===== config.mk =====
export PLATFORM = sky130hd
export DESIGN_NAME = fp_add_pipe
export DESIGN_NICKNAME = d
export VERILOG_FILES = /design/src/rtl/fp_add_pipe.sv
export SDC_FILE = /design/constraint.sdc
export NUM_CORES = 1
export LEC_CHECK = 0
export BUFFER_PORTS_ARGS = -buffer_cell sky130_fd_sc_hd__buf_2
export CAP_MARGIN = 30
export CORE_MARGIN = 4
export CORE_UTILIZATION = 35
export CTS_BUF_LIST = sky130_fd_sc_hd__clkbuf_16
export DETAILED_ROUTE_END_ITERATION = 8
export PLACE_DENSITY = 0.53
export SYNTH_ARGS = -nofsm -noshare
export SYNTH_HDL_FRONTEND = slang
export SYNTH_SLANG_ARGS = --single-unit
export TNS_END_PERCENT = 1

===== constraint.sdc =====
create_clock -name clk -period 9.05 [get_ports clk]
set_input_delay 0.4525 -clock clk [delete_from_list [all_inputs] [get_ports clk]]
set_output_delay 0.4525 -clock clk [all_outputs]
set_load 0.1 [all_outputs]

===== src/rtl/fp_add_pipe.sv =====
`default_nettype none
// ============================================================================
// Module   : fp_add_pipe
// Purpose  : 3-stage pipelined FP adder/subtractor, round-to-nearest-even,
//            subnormals flushed to zero, ready/valid with full-pipe stall.
// Revision : 1.0
// ============================================================================
module fp_add_pipe #(
  parameter int EXP_W = 5,
  parameter int MAN_W = 10
) (
  input  logic                   clk,
  input  logic                   rst_n,
  input  logic                   in_valid,
  output logic                   in_ready,
  input  logic [EXP_W+MAN_W:0]   a,
  input  logic [EXP_W+MAN_W:0]   b,
  input  logic                   sub,
  output logic                   out_valid,
  input  logic                   out_ready,
  output logic [EXP_W+MAN_W:0]   sum,
  output logic                   ovf,
  output logic                   inexact
);

  localparam int c_W   = 1 + EXP_W + MAN_W;
  localparam int c_AW  = MAN_W + 3;           // hidden, fraction, guard, round
  localparam int c_N   = MAN_W + 4;           // c_AW plus sticky column
  localparam int c_LZW = $clog2(c_N + 1);
  localparam logic [EXP_W-1:0] c_EXP_ONES = '1;

  logic w_en;
  logic r_s1_v, r_s2_v, r_s3_v;

  assign w_en      = !r_s3_v || out_ready;
  assign in_ready  = w_en;
  assign out_valid = r_s3_v;

  // ---------------------------------------------------------------- stage 1
  logic                 w_sa, w_sb;
  logic [EXP_W-1:0]     w_ea, w_eb;
  logic [MAN_W-1:0]     w_fa, w_fb;
  logic                 w_a_nan, w_b_nan, w_a_inf, w_b_inf;
  logic [c_W-2:0]       w_mag_a, w_mag_b;
  logic                 w_a_big;
  logic [c_AW-1:0]      w_ma, w_mb;
  logic                 w_big_s;
  logic [EXP_W-1:0]     w_big_e, w_sml_e, w_diff;
  logic [c_AW-1:0]      w_big_m, w_sml_m, w_sml_sh;
  logic                 w_st;
  logic                 w_nan, w_inf, w_inf_s;

  assign w_sa = a[c_W-1];
  assign w_sb = b[c_W-1] ^ sub;
  assign w_ea = a[c_W-2:MAN_W];
  assign w_eb = b[c_W-2:MAN_W];
  assign w_fa = a[MAN_W-1:0];
  assign w_fb = b[MAN_W-1:0];

  assign w_a_nan = (w_ea == c_EXP_ONES) && (w_fa != '0);
  assign w_b_nan = (w_eb == c_EXP_ONES) && (w_fb != '0);
  assign w_a_inf = (w_ea == c_EXP_ONES) && (w_fa == '0);
  assign w_b_inf = (w_eb == c_EXP_ONES) && (w_fb == '0);

  assign w_nan   = w_a_nan || w_b_nan || (w_a_inf && w_b_inf && (w_sa != w_sb));
  assign w_inf   = w_a_inf || w_b_inf;
  assign w_inf_s = w_a_inf ? w_sa : w_sb;

  // Zero exponent means zero here: subnormal fractions are discarded.
  assign w_mag_a = (w_ea == '0) ? '0 : a[c_W-2:0];
  assign w_mag_b = (w_eb == '0) ? '0 : b[c_W-2:0];
  assign w_a_big = (w_mag_a >= w_mag_b);
  assign w_ma    = (w_ea == '0) ? '0 : {1'b1, w_fa, 2'b00};
  assign w_mb    = (w_eb == '0) ? '0 : {1'b1, w_fb, 2'b00};

  always_comb begin
    if (w_a_big) begin
      w_big_s = w_sa;
      w_big_e = w_ea;
      w_big_m = w_ma;
      w_sml_e = w_eb;
      w_sml_m = w_mb;
    end else begin
      w_big_s = w_sb;
      w_big_e = w_eb;
      w_big_m = w_mb;
      w_sml_e = w_ea;
      w_sml_m = w_ma;
    end
  end

  assign w_diff = w_big_e - w_sml_e;

  always_comb begin
    if (32'(w_diff) >= 32'(c_AW)) begin
      w_sml_sh = '0;
      w_st     = |w_sml_m;
    end else begin
      w_sml_sh = w_sml_m >> w_diff;
      w_st     = |(w_sml_m & ~({c_AW{1'b1}} << w_diff));
    end
  end

  logic                 r_s1_nan, r_s1_inf, r_s1_inf_s, r_s1_s, r_s1_sub, r_s1_st;
  logic [EXP_W-1:0]     r_s1_e;
  logic [c_AW-1:0]      r_s1_mb, r_s1_ms;

  always_ff @(posedge clk) begin
    if (w_en) begin
      r_s1_nan   <= w_nan;
      r_s1_inf   <= w_inf;
      r_s1_inf_s <= w_inf_s;
      r_s1_s     <= w_big_s;
      r_s1_sub   <= (w_sa != w_sb);
      r_s1_e     <= w_big_e;
      r_s1_mb    <= w_big_m;
      r_s1_ms    <= w_sml_sh;
      r_s1_st    <= w_st;
    end
  end

  // ---------------------------------------------------------------- stage 2
  // Sticky rides as an extra LSB so a borrow from it leaves the upper bits
  // equal to the exact truncated difference.
  logic [c_N-1:0]       w_opb, w_ops;
  logic [c_N:0]         w_res;
  logic [c_LZW-1:0]     w_lzc;
  logic [c_N-1:0]       w_n_m;
  logic [EXP_W-1:0]     w_n_e;
  logic                 w_n_flush;

  assign w_opb = {r_s1_mb, 1'b0};
  assign w_ops = {r_s1_ms, r_s1_st};
  assign w_res = r_s1_sub ? ({1'b0, w_opb} - {1'b0, w_ops})
                          : ({1'b0, w_opb} + {1'b0, w_ops});

  always_comb begin
    w_lzc = '0;
    for (int i = 0; i < c_N; i++) begin
      if (w_res[i]) w_lzc = c_LZW'(c_N - 1 - i);
    end
  end

  // A zero hidden bit in w_n_m marks "no normal result" (cancel or flush).
  always_comb begin
    w_n_flush = 1'b0;
    w_n_e     = r_s1_e;
    w_n_m     = '0;
    if (w_res[c_N]) begin
      w_n_m = {w_res[c_N:2], w_res[1] | w_res[0]};
      w_n_e = r_s1_e + EXP_W'(1);
    end else if (w_res[c_N-1:0] == '0) begin
      w_n_m = '0;
    end else if (32'(r_s1_e) <= 32'(w_lzc)) begin
      w_n_flush = 1'b1;
    end else begin
      w_n_m = w_res[c_N-1:0] << w_lzc;
      w_n_e = r_s1_e - EXP_W'(w_lzc);
    end
  end

  logic                 r_s2_nan, r_s2_inf, r_s2_inf_s, r_s2_s, r_s2_flush;
  logic [EXP_W-1:0]     r_s2_e;
  logic [c_N-1:0]       r_s2_m;

  always_ff @(posedge clk) begin
    if (w_en) begin
      r_s2_nan   <= r_s1_nan;
      r_s2_inf   <= r_s1_inf;
      r_s2_inf_s <= r_s1_inf_s;
      r_s2_s     <= r_s1_s;
      r_s2_flush <= w_n_flush;
      r_s2_e     <= w_n_e;
      r_s2_m     <= w_n_m;
    end
  end

  // ---------------------------------------------------------------- stage 3
  logic                 w_lsb, w_g, w_rs, w_rup;
  logic [MAN_W:0]       w_rm;
  logic [EXP_W:0]       w_re;
  logic [c_W-1:0]       w_o_sum;
  logic                 w_o_ovf, w_o_inx;

  assign w_lsb = r_s2_m[3];
  assign w_g   = r_s2_m[2];
  assign w_rs  = r_s2_m[1] | r_s2_m[0];
  assign w_rup = w_g & (w_rs | w_lsb);
  // Hidden bit is implicitly 1 here, so a fraction carry means mantissa 2.0.
  assign w_rm  = {1'b0, r_s2_m[c_N-2:3]} + (MAN_W+1)'(w_rup);
  assign w_re  = {1'b0, r_s2_e} + (EXP_W+1)'(w_rm[MAN_W]);

  always_comb begin
    w_o_sum = {r_s2_s, w_re[EXP_W-1:0], w_rm[MAN_W-1:0]};
    w_o_ovf = 1'b0;
    w_o_inx = w_g | w_rs;
    if (r_s2_nan) begin
      w_o_sum = {1'b0, c_EXP_ONES, 1'b1, {(MAN_W-1){1'b0}}};
      w_o_inx = 1'b0;
    end else if (r_s2_inf) begin
      w_o_sum = {r_s2_inf_s, c_EXP_ONES, {MAN_W{1'b0}}};
      w_o_inx = 1'b0;
    end else if (r_s2_flush) begin
      w_o_sum = {r_s2_s, {(c_W-1){1'b0}}};
      w_o_inx = 1'b1;
    end else if (!r_s2_m[c_N-1]) begin
      w_o_sum = '0;
      w_o_inx = 1'b0;
    end else if (w_re >= {1'b0, c_EXP_ONES}) begin
      w_o_sum = {r_s2_s, c_EXP_ONES, {MAN_W{1'b0}}};
      w_o_ovf = 1'b1;
      w_o_inx = 1'b1;
    end
  end

  logic [c_W-1:0] r_sum;
  logic           r_ovf, r_inexact;

  always_ff @(posedge clk or negedge rst_n) begin
    if (!rst_n) begin
      r_s1_v    <= 1'b0;
      r_s2_v    <= 1'b0;
      r_s3_v    <= 1'b0;
      r_sum     <= '0;
      r_ovf     <= 1'b0;
      r_inexact <= 1'b0;
    end else if (w_en) begin
      r_s1_v <= in_valid;
      r_s2_v <= r_s1_v;
      r_s3_v <= r_s2_v;
      if (r_s2_v) begin
        r_sum     <= w_o_sum;
        r_ovf     <= w_o_ovf;
        r_inexact <= w_o_inx;
      end
    end
  end

  assign sum     = r_sum;
  assign ovf     = r_ovf;
  assign inexact = r_inexact;

endmodule
`default_nettype wire


After elaboration in Yosys (flattened, before gate mapping)
Cells that the tools add are included.
W data, S select, Z words.
{"block": "word_totals", "reg_bits": 82, "input_bits": 37, "output_inout_bits": 20, "word_cells": 118}
{"block": "classes", "n_addsub": 7, "order_cmp": 4, "n_eq_ne": 3, "shifts": 3, "mux": 48, "n_bitwise": 8, "reduce_logical": 22}
{"cell": "$mux W13", "n": 5}
{"cell": "$mux W16", "n": 4}
{"cell": "$mux W15", "n": 4}
{"cell": "$mux W4", "n": 14}
{"cell": "$mux W14", "n": 2}
{"cell": "$reduce_or A13 Y1", "n": 2}
{"cell": "$mux W5", "n": 5}
{"cell": "$logic_not A10 Y1", "n": 2}
{"cell": "$reduce_bool A10 Y1", "n": 2}
{"cell": "$add A14 B14 Y15", "n": 1}
{"cell": "$ge A15 B15 Y1", "n": 1}
{"cell": "$sub A14 B14 Y15", "n": 1}
{"cell": "$logic_not A14 Y1", "n": 1}
{"cell": "$mux W1", "n": 14}
{"cell": "$shl A14 B4 Y14", "n": 1}
{"cell": "$and A13 B13 Y13", "n": 1}
{"cell": "$not A13 Y13", "n": 1}
{"cell": "$shl A13 B5 Y13 const A", "n": 1}
{"cell": "$shr A13 B5 Y13", "n": 1}
{"cell": "$add A10 B1 Y11", "n": 1}
{"cell": "$eq A5 B5 Y1 const B", "n": 2}
{"cell": "$logic_not A5 Y1", "n": 2}
{"cell": "$add A5 B1 Y6", "n": 1}
{"cell": "$ge A6 B5 Y1 const B", "n": 1}
{"cell": "14 further kinds", "n": 25}

Logic depth before layout (Yosys ltp)
Gate-level depths: netlist of the first run.
{"block": "logic_depth", "word_depth": 20, "mapped_depth": 26, "ltp_nobuf": 23}

Worst setup path before layout of the first run
No wires, ideal clock.
{"block": "synth_path", "kind": "input -> register", "from": "input port b[12]", "to": "register r_s1_st (data pin)", "setup_ns": 0.273, "t_arrival_ns": 5.406, "t_required_ns": 8.777, "slack_ns": 3.371, "cell_stages": 26, "path_buffers": 6, "cell_sequence": "clkbuf_1 > nor3_1 > nand2_1 > clkbuf_1 > nand2_1 > ha_1 > a21o_1 > a21o_1 > a21oi_1 > o21ai_0 > a21oi_1 > buf_2 > clkbuf_1 > buf_2 > buf_1 > mux2i_1 > ha_1 > a21oi_1 > maj3_1 > a21oi_1 > a21oi_1 > mux2i_1 > xnor2_1 > or3_1 > o21ai_0 > a32oi_1"}
{"block": "synth_between", "elab_chain_len": 10, "elab_cells_between_ends": 15, "cone_classes": "add/sub (1); order compare (2); shift (1); mux (6); bitwise (2); reduce/logical (3)"}
{"item": "from (decl)", "line": "17", "rtl": "input logic [EXP_W+MAN_W:0] b,"}
{"item": "$logic_not A5 Y1", "line": "71, 74"}
{"item": "$mux W15", "line": "71", "rtl": "assign w_mag_b = (w_eb == '0) ? '0 : b[c_W-2:0];"}
{"item": "$ge A15 B15 Y1", "line": "72", "rtl": "assign w_a_big = (w_mag_a >= w_mag_b);"}
{"item": "$mux W5", "line": "77", "rtl": "if (w_a_big) begin"}
{"item": "$sub A5 B5 Y5", "line": "92", "rtl": "assign w_diff = w_big_e - w_sml_e;"}
{"item": "$shl A13 B5 Y13", "line": "100", "rtl": "w_st = |(w_sml_m & ~({c_AW{1'b1}} << w_diff));"}
{"item": "$not A13 Y13", "line": "100"}
{"item": "$and A13 B13 Y13", "line": "100"}
{"item": "$reduce_or A13 Y1", "line": "100"}
{"item": "$mux W1 (*)", "line": "95", "rtl": "if (32'(w_diff) >= 32'(c_AW)) begin"}
{"item": "named net w_st", "line": "50", "rtl": "logic w_st;"}
{"item": "to (signal assigned)", "line": "118", "rtl": "r_s1_st <= w_st;"}
{"item": "to (decl)", "line": "104", "rtl": "logic r_s1_nan, r_s1_inf, r_s1_inf_s, r_s1_s, r_s1_sub, r_s1_st;"}
Mark *: on every way through the listed nets, which the timed path passes. The rest lies on a longest branch.
A chain may end at the register's enable or synchronous reset.

Final worst setup path of the first run
{"block": "layout_path", "from": "register r_s1_mb[2]", "to": "register r_s2_m[10] (data pin)"}
{"block": "layout_between", "elab_chain_len": 17, "elab_cells_between_ends": 20, "cone_classes": "add/sub (2); order compare (1); shift (1); mux (15); reduce/logical (1)"}
{"item": "from (decl)", "line": "106", "rtl": "logic [c_AW-1:0] r_s1_mb, r_s1_ms;"}
{"item": "from (signal assigned)", "line": "116", "rtl": "r_s1_mb <= w_big_m;"}
{"item": "$add A14 B14 Y15 / $sub A14 B14 Y15 (equally long branches)", "line": "135, 134"}
{"item": "$mux W15 (*)", "line": "134", "rtl": "assign w_res = r_s1_sub ? ({1'b0, w_opb} - {1'b0, w_ops})"}
{"item": "$mux W4 (11 in a row)", "line": "140", "rtl": "if (w_res[i]) w_lzc = c_LZW'(c_N - 1 - i);"}
{"item": "$le A5 B4 Y1 / $shl A14 B4 Y14 (equally long branches)", "line": "154, 157"}
{"item": "$mux W14", "line": "154", "rtl": "end else if (32'(r_s1_e) <= 32'(w_lzc)) begin"}
{"item": "$mux W14", "line": "152", "rtl": "end else if (w_res[c_N-1:0] == '0) begin"}
{"item": "$mux W13 (*)", "line": "149", "rtl": "if (w_res[c_N]) begin"}
{"item": "named net w_n_m[10]", "line": "128", "rtl": "logic [c_N-1:0] w_n_m;"}
{"item": "to (signal assigned)", "line": "174", "rtl": "r_s2_m <= w_n_m;"}
{"item": "to (decl)", "line": "164", "rtl": "logic [c_N-1:0] r_s2_m;"}
Marked as above.

==> flow_metrics.tcl, run 1 <==
set metrics [dict create \
    hold_buffers 0 \
    die_y_um 153 \
    antenna_found_initial 0 \
    vias 6356 \
    drtIter0Drc 326 \
    num_rows 52 \
    clkTransAtPathRegs_ps 70 \
    grt_pass1_vias 6253 \
    insertion_delay_ps 350 \
    antenna_cells 0 \
    timing.final.crit_period_ps 5990 \
    core_um2 20400 \
    drtPass1Iterations 5 \
    hold_path.class "input port to asynchronous set/reset pin" \
    root_buffer "clkbuf_16" \
    ys_ff_latch 80 \
    multi_input_area_um2 4670 \
    dieArea_um2 23300 \
    slew_violations 0 \
    grt_max_degree 64 \
    area_growth_pct 11.0 \
    p_leak_nw 3.36 \
    async_reset_ff_frac 0.263 \
    status "finished clean" \
    synth_top_area_frac 0.242 \
    cts.sinks 80 \
    cts_max_level 3 \
    required_ps 9120 \
    finalCritPeriodShare 0.662 \
    routedWlPerCell_um 16.7 \
    power.total_mw 2.94 \
    dpl.hpwl_um 15300 \
    rsz0062_at_grt "no" \
    setup_slack_ps 3060 \
    dp_slack_ps 3150 \
    die_w_um 153 \
    routabilityCongestion 0.848 \
    syn_inst 847 \
    yosys.area.top_type "edfxtp_1" \
    start_util 0.358 \
    avgSynthCellArea_um2 8.64 \
    seq_area_frac_synth 0.314 \
    max_slew_margin 0.360 \
    routed_wl_um 19300 \
    tightest_slew_ps 946 \
    ant_nets 0 \
    drive_gt1_frac 0.147 \
    netlist_top_cells_area "edfxtp_1 (24%), ha_1 (8.2%), dfrtp_1 (7.2%), nand2_1 (4.8%), mux2i_1 (4.2%)" \
    final_nets 967 \
    synth_cell_types 95 \
    grt_pass1_wl_um 32100 \
    ir_drop_mv 0.135 \
    endpoint_kind "flop" \
    cap_viol_max_count 0 \
    yosysMostFrequentCell "nand2_1" \
    yosysWarnings 0 \
    cts_buffer_depth 2 \
    finalHoldWorstSlack_ps 69.5 \
    tns_ps 0 \
    nFillCells 2112 \
    setup_viol 0 \
    cts-resized-gates 0 \
    power_density_nw_per_um2 362 \
    regArea_um2 2300 \
    fin_skew_ps 11.1 \
    syn_area_um2 7320 \
    finalHoldViolCount 0 \
    design.portCount 57 \
    synth_nets 934 \
    drc_errors 0 \
    cts_inserted_buffers 9 \
    port_buffers 56 \
    path_class "flop to flop" \
    startpoint_type "flop" \
    overflow 0 \
    grtUsageTotal 0.165 \
    cts_setup_buffers 0 \
    synth_edf_count 59 \
    via_per_inst 5.50 \
    cts_tree "done" \
    max_freq_mhz 167 \
    yosys-top-cells-count "nand2_1 (94), nor2_1 (73), o21ai_0 (61)" \
    synthFlopType "edfxtp_1" \
    worstPathArrival_ps 6070 \
    crit_fanout 14 \
]
per-layer routing:
metal | GRT usage | part of all wire | vias up
met5 | 0 | 0 | -
met4 | 0.0492 | 0.018 | 0
met3 | 0.0236 | 0.027 | 23
met2 | 0.266 | 0.46 | 116
met1 | 0.230 | 0.50 | 2998
li1 | - | - | 3219
final cells by class:
type | instances | share of cell area
inverters | 49 | 0.0229
well taps | 270 | 0.0416
multi-input cells | 677 | 0.575
clock buffers | 9 | 0.0277
clock inverters | 7 | 0.00924
repair buffers | 63 | 0.0410
flip-flops and latches | 80 | 0.283
final timing paths:
kind / from / endpoint / slack, ps / cells past startpoint
worst min-delay path: rst_n / r_s1_v / 70 / 1
worst max-delay path: r_s1_mb[2] / r_s2_m[10] / 3060 / 22
worst min register to register: r_s1_inf_s / r_s2_inf_s / 420 / 0
min in group clk: in_valid / r_s1_v / 340 / 2
max in group asynchronous: rst_n / sum[15] / 8630 / 1
worst max register to register: r_s1_mb[2] / r_s2_m[10] / 3060 / 22
registers in the layout, indices dropped and copies added, names as in the netlist, 5 cells and up:
| register | cells |
|---|---|
| r_s1_e | 5 |
| r_s1_mb | 11 |
| r_s1_ms | 13 |
| r_s2_e | 5 |
| r_s2_m | 14 |
| sum | 16 |
critical path, cell delays in order (launching register included):
cell	delay, ps
edfxtp_1	430
ha_1	190
inv_1	50
fa_1	390
o21bai_1	250
a211oi_1	170
a2111oi_0	420
o221ai_1	290
xnor2_2	440
nand3_4	280
a21oi_2	540
inv_1	330
ha_1	380
a21o_1	190
a21o_1	190
a21oi_1	140
a41oi_1	60
or2_2	370
o311ai_4	130
nor2_4	120
nand2_4	110
a2bb2oi_2	120
o211ai_1	110
stage by stage:
step / utilization / std cells / instance area, um2
floorplan: - / 847 / 7320
global route: 0.398 / 1155 / 8130
detailed placement: 0.383 / 1138 / 7820
finish: 0.398 / 1155 / 8130
CTS: 0.397 / 1154 / 8120
global placement: 0.383 / 1138 / 7820
cell usage in the layout (no fill, tap or decap), types with 9 or more instances in the layout:
| cell type | count |
|---|---|
| nand2_1 | 94 |
| nor2_1 | 73 |
| o21ai_0 | 61 |
| edfxtp_1 | 59 |
| buf_2 | 56 |
| a21oi_1 | 55 |
| inv_1 | 48 |
| ha_1 | 48 |
| mux2i_1 | 31 |
| nand3_1 | 29 |
| xnor2_1 | 21 |
| dfrtp_1 | 21 |
| o211ai_1 | 17 |
| nor3_1 | 15 |
| a211oi_1 | 15 |
| xor2_1 | 12 |
| a21o_1 | 12 |
| mux2_2 | 9 |
| clkbuf_16 | 9 |
power breakdown:
group	internal [mW]	total, mW	switching, mW
combinational	0.621	1.92	1.30
sequential	0.571	0.661	0.0895
clock	0.195	0.359	0.163
total	1.39	2.94	1.55
kinds of logic after synthesis:
group / share of synthesized area
AND/OR/NAND/NOR: 0.198
AO/OA/AOI/OAI: 0.245
buffers and inverters: 0.0497
flip-flops: 0.314
adder cells (fa/ha/maj): 0.0930
multiplexers: 0.0562
XOR/XNOR: 0.0439
(Power assumes the default switching activity.)
==> run 2, diff against run 1 <==
- clock period: 9.05 -> 5.6 ns (I/O delays scaled with it)
==> run 2 against run 1 <==
Core utilization rose by 0.48 points. Critical path depth unchanged. Sequential power up 62%. Power rose by 65%. Setup slack lost 2600 ps. Non-clock buffer count is 13 higher. Critical path type unchanged. Largest cell class unchanged.
==> flow_metrics.tcl, run 2 (synthesized netlist as in run 1, its figures left out) <==
set metrics [dict create \
    status "finished clean" \
    required_ps 5690 \
    max_slew_margin 0.407 \
    tightest_slew_ps 883 \
    grt_pass1_vias 6257 \
    critical_path.cell_chain "ha_1, inv_1, fa_1, o21bai_1, a211oi_1, a2111oi_0, o221ai_1, xnor2_2, nand3_4, a21oi_2, inv_1, ha_1, a21o_1, a21o_1, a21oi_1, a41oi_1, or2_2, o311ai_4, nor2_4, nand2_4, a2bb2oi_2, o211ai_1" \
    max_freq_mhz 194 \
    timing.final.crit_period_ps 5150 \
    worst_path_max_delay_cell "a2111oi_0" \
    finalHoldViolCount 0 \
    holdPathEnd "r_s1_v" \
    crit_fanout 9 \
    tns_ps 0 \
    vias 6463 \
    path_class "flop to flop" \
    dieArea_um2 23300 \
    rr_endpoint "r_s2_m[10]" \
    area_growth_pct 12.4 \
    grtUsageTotal 0.169 \
    layout_common_cells "nand2_1 (94), nor2_1 (73), o21ai_0 (61)" \
    grt_pass1_wl_um 32700 \
    max_stage_delay_ps 420 \
    cts_inserted_buffers 9 \
    core_um2 20400 \
    cts.sinks 80 \
    worst-r2r-setup-slack_ps 450 \
    setup_viol 0 \
    root_buffer "clkbuf_16" \
    cts_max_level 3 \
    rsz0062_at_grt "no" \
    drtIter0Drc 446 \
    dpl.hpwl_um 15500 \
    num_rows 52 \
    r2r_start "r_s1_mb[2]" \
    hold_path_depth 2 \
    via_per_inst 5.53 \
    insertion_delay_ps 350 \
    antenna_cells 0 \
    p_leak_nw 3.43 \
    nFillCells 2139 \
    clkTransAtPathRegs_ps 70 \
    fin_skew_ps 9.54 \
    design.portCount 57 \
    grt_max_degree 64 \
    ant_nets 0 \
    hold_path.class "input port to flop" \
    power_density_nw_per_um2 589 \
    cap_viol_max_count 0 \
    die_w_um 153 \
    cts_tree "done" \
    endpoint_kind "flop" \
    routed_wl_um 19700 \
    overflow 0 \
    routedWlPerCell_um 16.9 \
    utilization 0.403 \
    routabilityCongestion 0.922 \
    cts_buffer_depth 2 \
    finalCritPeriodShare 0.920 \
    antenna_found_initial 0 \
    start_util 0.358 \
    min_from "in_valid" \
    drc_errors 0 \
    drtPass1Iterations 5 \
    reg2regPathDepth 22 \
    worstPathArrival_ps 5240 \
    die_y_um 153 \
    ir_drop_mv 0.231 \
    largest_reg_flops 16 \
    slew_violations 0 \
    startpoint_type "flop" \
    final_nets 980 \
    final_common_cell "nand2_1" \
    port_buffers 56 \
    drive_gt1_frac 0.157 \
]
-- run 2: cell types whose count changed in the layout (fill, tap and decap cells not counted) --
cell           change
clkinv_8           -1
clkinvlp_4         -1
inv_8              -3
dlygate4sd3_1      +1
clkinv_1           +1
clkinv_4           +2
clkbuf_16          +1
buf_4             +12
inv_6              +1
-- run 2: metal layers --
layer / track usage / vias to the layer above / share of wire
li1: - / 3253 / -
met1: 0.231 / 3021 / 0.47
met2: 0.277 / 157 / 0.47
met3: 0.0219 / 32 / 0.037
met4: 0.0552 / 0 / 0.023
met5: 0 / - / 0
-- run 2: stage by stage --
stage	total power, mW	setup slack [ps]	hold slack [ps]	instance area, um2	instances
global route	5.20	89.6	177	8220	1168
finish	4.85	449	168	8220	1168
CTS	4.86	310	155	8220	1167
floorplan	3.49	93.5	-15.6	7320	847
global placement	4.26	426	268	7910	1150
detailed placement	4.24	353	280	7910	1150
-- run 2: final cells by class --
cell class	count	area, um2	share of cell area
Timing Repair Buffer	76	433	0.0526
Multi-Input combinational cell	677	4670	0.568
Tap cell	270	338	0.0411
Clock inverter	6	47.5	0.00578
Clock buffer	10	250	0.0304
Sequential cell	80	2300	0.279
Inverter	49	186	0.0227
-- run 2: repair_timing --
item,4_1_cts,5_1_grt
hold endpoints to repair,21,0
resized for setup,0,0
endpoints found under the setup margin,0,3
setup buffers,0,1
hold buffers,1,0
-- run 2: critical path: cells and delay by family (launching register included) --
family	cells	cell delay (ps)
AO/OA/AOI/OAI	12	2250
buffers and inverters	2	210
XOR/XNOR	1	320
AND/OR/NAND/NOR	4	830
adder cells (fa/ha/maj)	3	920
flip-flops	1	360
-- run 2: how the worst max path moves through the flow --
| stage | from | to |
|---|---|---|
| finish | r_s1_mb[2] | r_s2_m[10] |
| floorplan | b[12] | r_s1_st |
| detailed placement | r_s1_mb[2] | r_s2_m[6] |
| CTS | r_s1_mb[2] | r_s2_m[6] |
| global placement | r_s1_mb[2] | r_s2_m[10] |
| global route | r_s1_mb[3] | r_s2_m[6] |
-- run 2: report_power, final --
part / switching (mW) / internal (mW)
sequential: 0.144 / 0.923
combinational: 2.12 / 1.07
clock: 0.260 / 0.332
==> run 3, diff against run 2 <==
- BUFFER_PORTS_ARGS: -buffer_cell sky130_fd_sc_hd__buf_2 -> default
- CORE_MARGIN: 4 -> default
- DONT_BUFFER_PORTS: default -> 1
- PLACE_DENSITY: 0.53 -> 0.51
==> run 3 against run 2 <==
Core utilization fell by 0.92 points. Fmax rose by 0.11%. Combinational power down 16%. Non-clock buffer count shrank 55. Final area shrank 2.6%. Setup slack gained 5.4 ps. Sequential power rose by 39%. Count of clock-buffer cells in the layout grew 1. Die area decreased by 7.7%. Power decreased by 0.76%.
==> flow_metrics.tcl, run 3 (synthesized netlist as in run 1, its figures left out) <==
set metrics [dict create \
    worst_path_max_delay_cell "o31ai_1" \
    port_buffers 0 \
    cts-resized-gates 0 \
    dpl.hpwl_um 15300 \
    drtPass1Iterations 5 \
    via_per_inst 5.62 \
    p_int_mw 2.30 \
    max_slew_margin 0.335 \
    finalCritPeriodShare 0.919 \
    cts_inserted_buffers 9 \
    grt_pass1_vias 6003 \
    finalHoldViolCount 0 \
    cts_max_level 3 \
    timing.final.crit_period_ps 5150 \
    cap_viol_max_count 0 \
    drc_errors 0 \
    antenna_found_initial 0 \
    cts_tree "done" \
    die_w_um 147 \
    routedWlPerCell_um 17.2 \
    cp_top_family "compound AO/OA/AOI/OAI gates" \
    grtUsageTotal 0.183 \
    overflow 0 \
    ir_drop_mv 0.182 \
    cp_num_buf_inv 1 \
    grt_pass1_wl_um 31600 \
    critical_path.cell_chain "ha_1, nor2b_1, a2111oi_4, a211oi_1, o2bb2ai_1, o31ai_1, nand3_4, a21oi_2, inv_1, ha_1, a21o_1, a21o_1, a21oi_1, a41oi_1, or2_2, o311ai_4, nor2_4, nand2_2, o22a_1, o21ai_1" \
    comb_power_share 0.559 \
    routabilityCongestion 0.860 \
    crit_cells 20 \
    reg2regPathDepth 20 \
    largest_reg_flops 16 \
    endpoint_kind "flop" \
    cts.sinks 80 \
    num_rows 52 \
    startpoint_type "flop" \
    final_common_cell "nand2_1" \
    core_um2 20400 \
    p_clk_frac 0.131 \
    vias 6254 \
    design.portCount 57 \
    switching_power_mw 2.51 \
    status "finished clean" \
    start_util 0.359 \
    slew_violations 0 \
    insertion_delay_ps 350 \
    pwr-share-seq 0.310 \
    max_freq_mhz 194 \
    drive_gt1_frac 0.103 \
    final_nets 925 \
    routed_wl_um 19200 \
    grt_max_degree 58 \
    path_class "flop to flop" \
    power.total_mw 4.81 \
    drtIter0Drc 338 \
    ant_nets 0 \
    antenna_cells 0 \
    hold_path.class "input port to flop" \
    dieArea_um2 21500 \
    root_buffer "clkbuf_16" \
    hold_path_depth 1 \
    power_density_nw_per_um2 600 \
    p_leak_nw 3.23 \
    tns_ps 0 \
    setup_viol 0 \
    required_ps 5680 \
    worstPathArrival_ps 5230 \
    layout_common_cells "nand2_1 (94), nor2_1 (73), o21ai_0 (61)" \
    crit_fanout 11 \
    rsz0062_at_grt "no" \
    tightest_slew_ps 994 \
    fin_skew_ps 10.1 \
    max_stage_delay_ps 590 \
    die_y_um 147 \
    cts_buffer_depth 2 \
    netSwitchingFraction 0.521 \
    clkTransAtPathRegs_ps 70 \
    area_growth_pct 9.44 \
]
-- run 3: area by class of cell --
class | count | area, um2
Inverter | 49 | 186
Tap cell | 270 | 338
Clock inverter | 5 | 48.8
Multi-Input combinational cell | 677 | 4680
Clock buffer | 11 | 275
Sequential cell | 80 | 2300
Fill cell | 2066 | 12400
Timing Repair Buffer | 21 | 188
-- run 3: metrics by stage --
step | hold WS [ps] | utilization | std cells | setup WS (ps) | area, um2
final | 83.0 | 0.393 | 1113 | 455 | 8010
after global routing | 70.1 | 0.393 | 1113 | 5.43 | 8010
after CTS | 64.3 | 0.392 | 1110 | 337 | 7980
after detailed placement | -15.2 | 0.375 | 1093 | 372 | 7650
after global placement | -15.2 | 0.374 | 1092 | 461 | 7620
after floorplan | -15.6 | - | 847 | 93.5 | 7320
-- run 3: worst paths after layout --
path | start | to | slack, ps
max | r_s1_mb[6] | r_s2_m[6] | 450
min reg2reg | r_s1_inf_s | r_s2_inf_s | 410
min in group asynchronous | rst_n | sum[2] | 230
max reg2reg | r_s1_mb[6] | r_s2_m[6] | 450
max in group asynchronous | rst_n | sum[9] | 4960
min | in_valid | r_s1_v | 80
-- run 3: routing by layer --
layer / share of wire / global-route usage
met3: 0.040 / 0.0281
met1: 0.48 / 0.248
met2: 0.46 / 0.297
met5: 0 / 0
met4: 0.018 / 0.0625
-- run 3: worst register-to-register path, delay by kind of cell, from the launching register on --
family / cells / cell delay, ps
compound gates: 12 / 2380
simple gates: 5 / 1130
fa+ha+maj: 2 / 820
flops: 1 / 400
buf+inv: 1 / 150
-- run 3: power groups by stage --
stage / Clock [mW] / Combinational [mW] / Sequential [mW]
after global routing: 0.671 / 2.96 / 1.52
after global placement: 0 / 2.67 / 1.51
after floorplan: 0 / 2.03 / 1.45
final: 0.629 / 2.69 / 1.49
after CTS: 0.648 / 2.66 / 1.49
after detailed placement: 0 / 2.64 / 1.51
-- run 3: timing repair --
| action | CTS | global route |
|---|---|---|
| buffers inserted | 0 | 2 |
| setup endpoints to repair | 0 | 12 |
| hold buffers | 1 | 0 |
| hold endpoints to repair | 21 | 0 |
